File: src/rtl/seg7_scan_driver.sv
// Eight-digit multiplexed seven-segment driver: steps one digit per scan_clk rising edge,
// snapshots data/dp/blank once per frame. Optional leading-zero blanking: SEG7_LEADING_ZERO_BLANK_EN.
module seg7_scan_driver (
    input  logic        clk,
    input  logic        rst,
    input  logic        scan_clk,
    input  logic        en,
    input  logic [31:0] data,
    input  logic [7:0]  dp_in,
    input  logic [7:0]  blank_mask,
    output logic [7:0]  an,
    output logic [6:0]  seg,
    output logic        dp
);

    logic        scan_q;
    logic        tick;
    logic        wrap;
    logic [2:0]  idx;
    logic [2:0]  idx_next;
    logic [31:0] snap_data;
    logic [31:0] snap_data_next;
    logic [7:0]  snap_dp;
    logic [7:0]  snap_dp_next;
    logic [7:0]  snap_blank;
    logic [7:0]  snap_blank_next;
    logic        snap_valid;
    logic        snap_valid_next;
    logic [3:0]  nibble;
    logic        lz_dark;
    logic        dark;
    logic [7:0]  an_next;
    logic [6:0]  seg_next;
    logic        dp_next;

    function automatic logic [6:0] hex_to_seg(input logic [3:0] v);
        logic [6:0] s;
        case (v)
            4'h0: s = 7'h40;
            4'h1: s = 7'h79;
            4'h2: s = 7'h24;
            4'h3: s = 7'h30;
            4'h4: s = 7'h19;
            4'h5: s = 7'h12;
            4'h6: s = 7'h02;
            4'h7: s = 7'h78;
            4'h8: s = 7'h00;
            4'h9: s = 7'h10;
            4'hA: s = 7'h08;
            4'hB: s = 7'h03;
            4'hC: s = 7'h46;
            4'hD: s = 7'h21;
            4'hE: s = 7'h06;
            default: s = 7'h0E;
        endcase
        return s;
    endfunction

    // Next-cycle view of counter and snapshot, so outputs show the new digit right after a tick.
    always_comb begin
        tick            = scan_clk & ~scan_q;
        wrap            = tick && (idx == 3'd7);
        idx_next        = tick ? idx + 3'd1 : idx;
        snap_data_next  = wrap ? data       : snap_data;
        snap_dp_next    = wrap ? dp_in      : snap_dp;
        snap_blank_next = wrap ? blank_mask : snap_blank;
        snap_valid_next = snap_valid | wrap;
        nibble          = snap_data_next[{idx_next, 2'b00} +: 4];
    end

`ifdef SEG7_LEADING_ZERO_BLANK_EN
    logic [2:0] h_q;
    logic [2:0] h_next;

    // Highest digit that is nonzero or carries a decimal point; digit 0 is always shown.
    function automatic logic [2:0] calc_h(input logic [31:0] d, input logic [7:0] p);
        logic [2:0] r;
        r = 3'd0;
        for (int k = 1; k < 8; k++) begin
            if ((d[4*k +: 4] != 4'h0) || p[k]) r = 3'(k);
        end
        return r;
    endfunction

    always_comb begin
        h_next  = wrap ? calc_h(data, dp_in) : h_q;
        lz_dark = (idx_next > h_next);
    end

    always_ff @(posedge clk) begin
        if (rst) h_q <= 3'd0;
        else     h_q <= h_next;
    end
`else
    always_comb lz_dark = 1'b0;
`endif

    // Nothing is lit until a frame has been snapshotted after reset.
    always_comb begin
        dark     = ~en | ~snap_valid_next | snap_blank_next[idx_next] | lz_dark;
        an_next  = dark ? 8'hFF : ~(8'b1 << idx_next);
        seg_next = dark ? 7'h7F : hex_to_seg(nibble);
        dp_next  = dark ? 1'b1  : ~snap_dp_next[idx_next];
    end

    always_ff @(posedge clk) begin
        if (rst) begin
            scan_q     <= 1'b0;
            idx        <= 3'd7;
            snap_data  <= 32'h0;
            snap_dp    <= 8'h0;
            snap_blank <= 8'h0;
            snap_valid <= 1'b0;
            an         <= 8'hFF;
            seg        <= 7'h7F;
            dp         <= 1'b1;
        end else begin
            scan_q     <= scan_clk;
            idx        <= idx_next;
            snap_data  <= snap_data_next;
            snap_dp    <= snap_dp_next;
            snap_blank <= snap_blank_next;
            snap_valid <= snap_valid_next;
            an         <= an_next;
            seg        <= seg_next;
            dp         <= dp_next;
        end
    end

endmodule

File: config.mk
export PLATFORM = sky130hd
export DESIGN_NAME = seg7_scan_driver
export DESIGN_NICKNAME = d
export VERILOG_FILES = /design/src/rtl/seg7_scan_driver.sv
export SDC_FILE = /design/constraint.sdc
export NUM_CORES = 1
export LEC_CHECK = 0
export ABC_AREA = 1
export BUFFER_PORTS_ARGS = -buffer_cell sky130_fd_sc_hd__clkbuf_2
export CORE_MARGIN = 2
export CORE_UTILIZATION = 30
export CTS_BUF_LIST = sky130_fd_sc_hd__clkbuf_16
export CTS_CLUSTER_SIZE = 30
export DETAILED_ROUTE_END_ITERATION = 12
export MAX_ROUTING_LAYER = met4
export PLACE_DENSITY = 0.51
export SYNTH_ARGS = -nofsm -noshare
export SYNTH_HDL_FRONTEND = slang
export SYNTH_SLANG_ARGS = --single-unit
File: constraint.sdc
create_clock -name clk -period 3.63 [get_ports clk]
set_input_delay 0.5445 -clock clk [delete_from_list [all_inputs] [get_ports clk]]
set_output_delay 0.5445 -clock clk [all_outputs]
set_load 0.01 [all_outputs]
==> impl_metrics.tcl <==
set metrics [dict create \
    hold_path_depth 2 \
    cts_made_buffers 9 \
    clk_pin_slew_worst_paths_ps 60 \
    antennaDiodeCount 0 \
    post_drt_via_cell_ratio 4.49 \
    rr_worst_depth 14 \
    p_leak_nw 2.04 \
    hp-start "rst" \
    drt_iter0_markers 149 \
    rr_endpoint "seg[1]$_SDFF_PP1_" \
    worst_clock_skew_ps 4.07 \
    place_congestion 0.841 \
    grt_use_total_pct 16.1 \
    clockRootBuffer "clkbuf_16" \
    crit_fanout 23 \
    vias 3101 \
    critPathRequiredTime_ps 3860 \
    ys_async_sr_fraction_pct 0 \
    cts_tree "yes" \
    syn-num-nets 540 \
    ys_seq_area_share_pct 41.4 \
    setup_viol_count_final 0 \
    ant_nets 0 \
    dp_hpwl_um 6250 \
    rows 38 \
    synth_edf_count 0 \
    slew_viol_final 0 \
    crit_path_top_delay_cell "dfxtp_1" \
    coreArea_um2 10800 \
    h-tree-depth 3 \
    final_cell_area_um2 4040 \
    finalSetupTns_ps 0 \
    reg2reg_from "idx[0]$_SDFF_PP1_" \
    die_y_um 109 \
    fmax_mhz 355 \
    timing.hold.ws_ps 391 \
    hp-class "in2reg" \
    grt_pass1_wl_um 14200 \
    syn-instance-count 480 \
    holdBufCountCts 0 \
    dr.pass1.iters 4 \
    syn_area_um2 3330 \
    post-place-cells 675 \
    cts.sinks 69 \
    cp_num_buf_inv 1 \
    portBuffers 67 \
    grt_max_degree 51 \
    regToRegSetupSlack_ps 820 \
    drc 0 \
    relSlewSlack_pct 62.5 \
    post-place-ws_ps 811 \
    nets 606 \
    path_cells "ha_1, ha_1, nand3_4, buf_4, o21ai_0, nor2_1, nor2_1, nand3_1, nand2_1, ha_1, nand3_1, nor2_1, nor2_1, nand2_1" \
    start_kind "flip-flop" \
    place_area_um2 3750 \
    max_cap_viol_count 0 \
    syn_to_final_growth_pct 21.3 \
    path_class "reg2reg" \
    hold_viol 0 \
    cts.path.max_buffers 2 \
    status "finished, final reports clean" \
    finalCriticalPeriod_ps 2810 \
    wl_per_cell_um 12.5 \
    avgSynthCellArea_um2 6.94 \
    antenna_found_initial 0 \
    worstPathArrival_ps 3040 \
    die_w_um 109 \
    ys_warn_count 0 \
    initial_utilization_pct 30.7 \
    critPathMaxStageDelay_ps 370 \
    tightest_slew_ps 563 \
    min_to "snap_valid$_SDFF_PP0_" \
    cp_top_family "simple AND/OR/NAND/NOR gates" \
    io-pin-count 68 \
    clk_latency_ps 330 \
    wl_um 8640 \
    setup_slack_ps 815 \
    layout.cells.non_filler 690 \
    grt_overflow 0 \
    min_period_over_period_pct 77.5 \
    design.die.area_um2 12000 \
    rsz0062_at_grt "no" \
    power.density_nw_per_um2 535 \
    grt_pass1_vias 2932 \
    fin_util_pct 37.3 \
    cts_setup_buffers 0 \
    vdd_drop_max_uv 250 \
    critPathCaptureType "flip-flop" \
    ys_types 27 \
    yosys_most_used_dff "dfxtp_1" \
    crit_top_cell "nor2_1" \
    synth-seq-cells 69 \
    p_total_mw 2.16 \
    cts_resized 0 \
    drive_gt1_share_pct 20.9 \
]
cell usage after synthesis, types with 6 or more instances:
| library cell | n | area, um2 |
|---|---|---|
| ha_1 | 8 | 100 |
| nand4_1 | 6 | 37.5 |
| nand2_1 | 170 | 638 |
| nor2_1 | 65 | 244 |
| buf_6 | 8 | 90.1 |
| inv_1 | 34 | 128 |
| o21ai_0 | 7 | 35.0 |
| nand3_1 | 33 | 165 |
| o21ai_1 | 7 | 35.0 |
| dfxtp_1 | 69 | 1380 |
| mux2i_1 | 6 | 60.1 |
| clkbuf_1 | 6 | 22.5 |
| a21oi_1 | 27 | 135 |
| nand2_2 | 12 | 75.1 |
where the power goes:
part	total, mW	switching (mW)	leakage, nW	internal (mW)
combinational	0.488	0.324	1.35	0.164
sequential	0.825	0.0149	0.564	0.810
clock	0.852	0.326	0.130	0.526
total	2.16	0.665	2.04	1.50
sequential cells by signal, indices dropped and copies added (netlist names):
name	flops
snap_dp	8
idx	3
an	8
snap_blank	8
scan_q	1
snap_data	32
snap_valid	1
dp	1
seg	7
worst max-delay path by stage:
stage	from	to	slack, ps	depth (start not counted)
after floorplan	idx[0]$_SDFF_PP1_	seg[3]$_SDFF_PP1_	1360	16
after global placement	idx[0]$_SDFF_PP1_	seg[1]$_SDFF_PP1_	910	14
after detailed placement	idx[0]$_SDFF_PP1_	seg[1]$_SDFF_PP1_	810	14
after CTS	idx[0]$_SDFF_PP1_	seg[1]$_SDFF_PP1_	790	14
after global routing	idx[0]$_SDFF_PP1_	seg[1]$_SDFF_PP1_	460	14
final	idx[0]$_SDFF_PP1_	seg[1]$_SDFF_PP1_	820	14
per-layer routing:
metal / routed length [um] / track usage, %
met5: 0 / -
met3: 396 / 3.79
met1: 4220 / 20.2
met2: 3780 / 24.4
met4: 242 / 7.41
logic make-up after synthesis:
group | count (synthesis) | synth area share [%]
fa+ha+maj | 8 | 3.00
flops | 69 | 41.4
compound gates | 42 | 6.38
buf+inv | 57 | 8.71
simple gates | 298 | 38.7
mux | 6 | 1.80
final cells by class:
type	instances	area, um2
Clock buffer	9	225
Clock inverter	6	65.1
Fill cell	1187	6800
Inverter	38	148
Multi-Input combinational cell	354	1660
Sequential cell	69	1380
Tap cell	140	175
Timing Repair Buffer	74	388
cells in the final DEF (no fill, tap or decap), types with 3 or more instances in the layout:
cell type	Yosys	layout
nand2_1	170	170
dfxtp_1	69	69
clkbuf_2	0	67
nor2_1	65	65
inv_1	34	34
nand3_1	33	33
a21oi_1	27	27
nand2_2	12	12
clkbuf_16	0	9
ha_1	8	8
o21ai_1	7	7
o21ai_0	7	7
buf_4	2	7
mux2i_1	6	6
nand4_1	6	6
clkinvlp_4	0	4
nand2_4	3	3
Power figures use the tool's default switching activity.
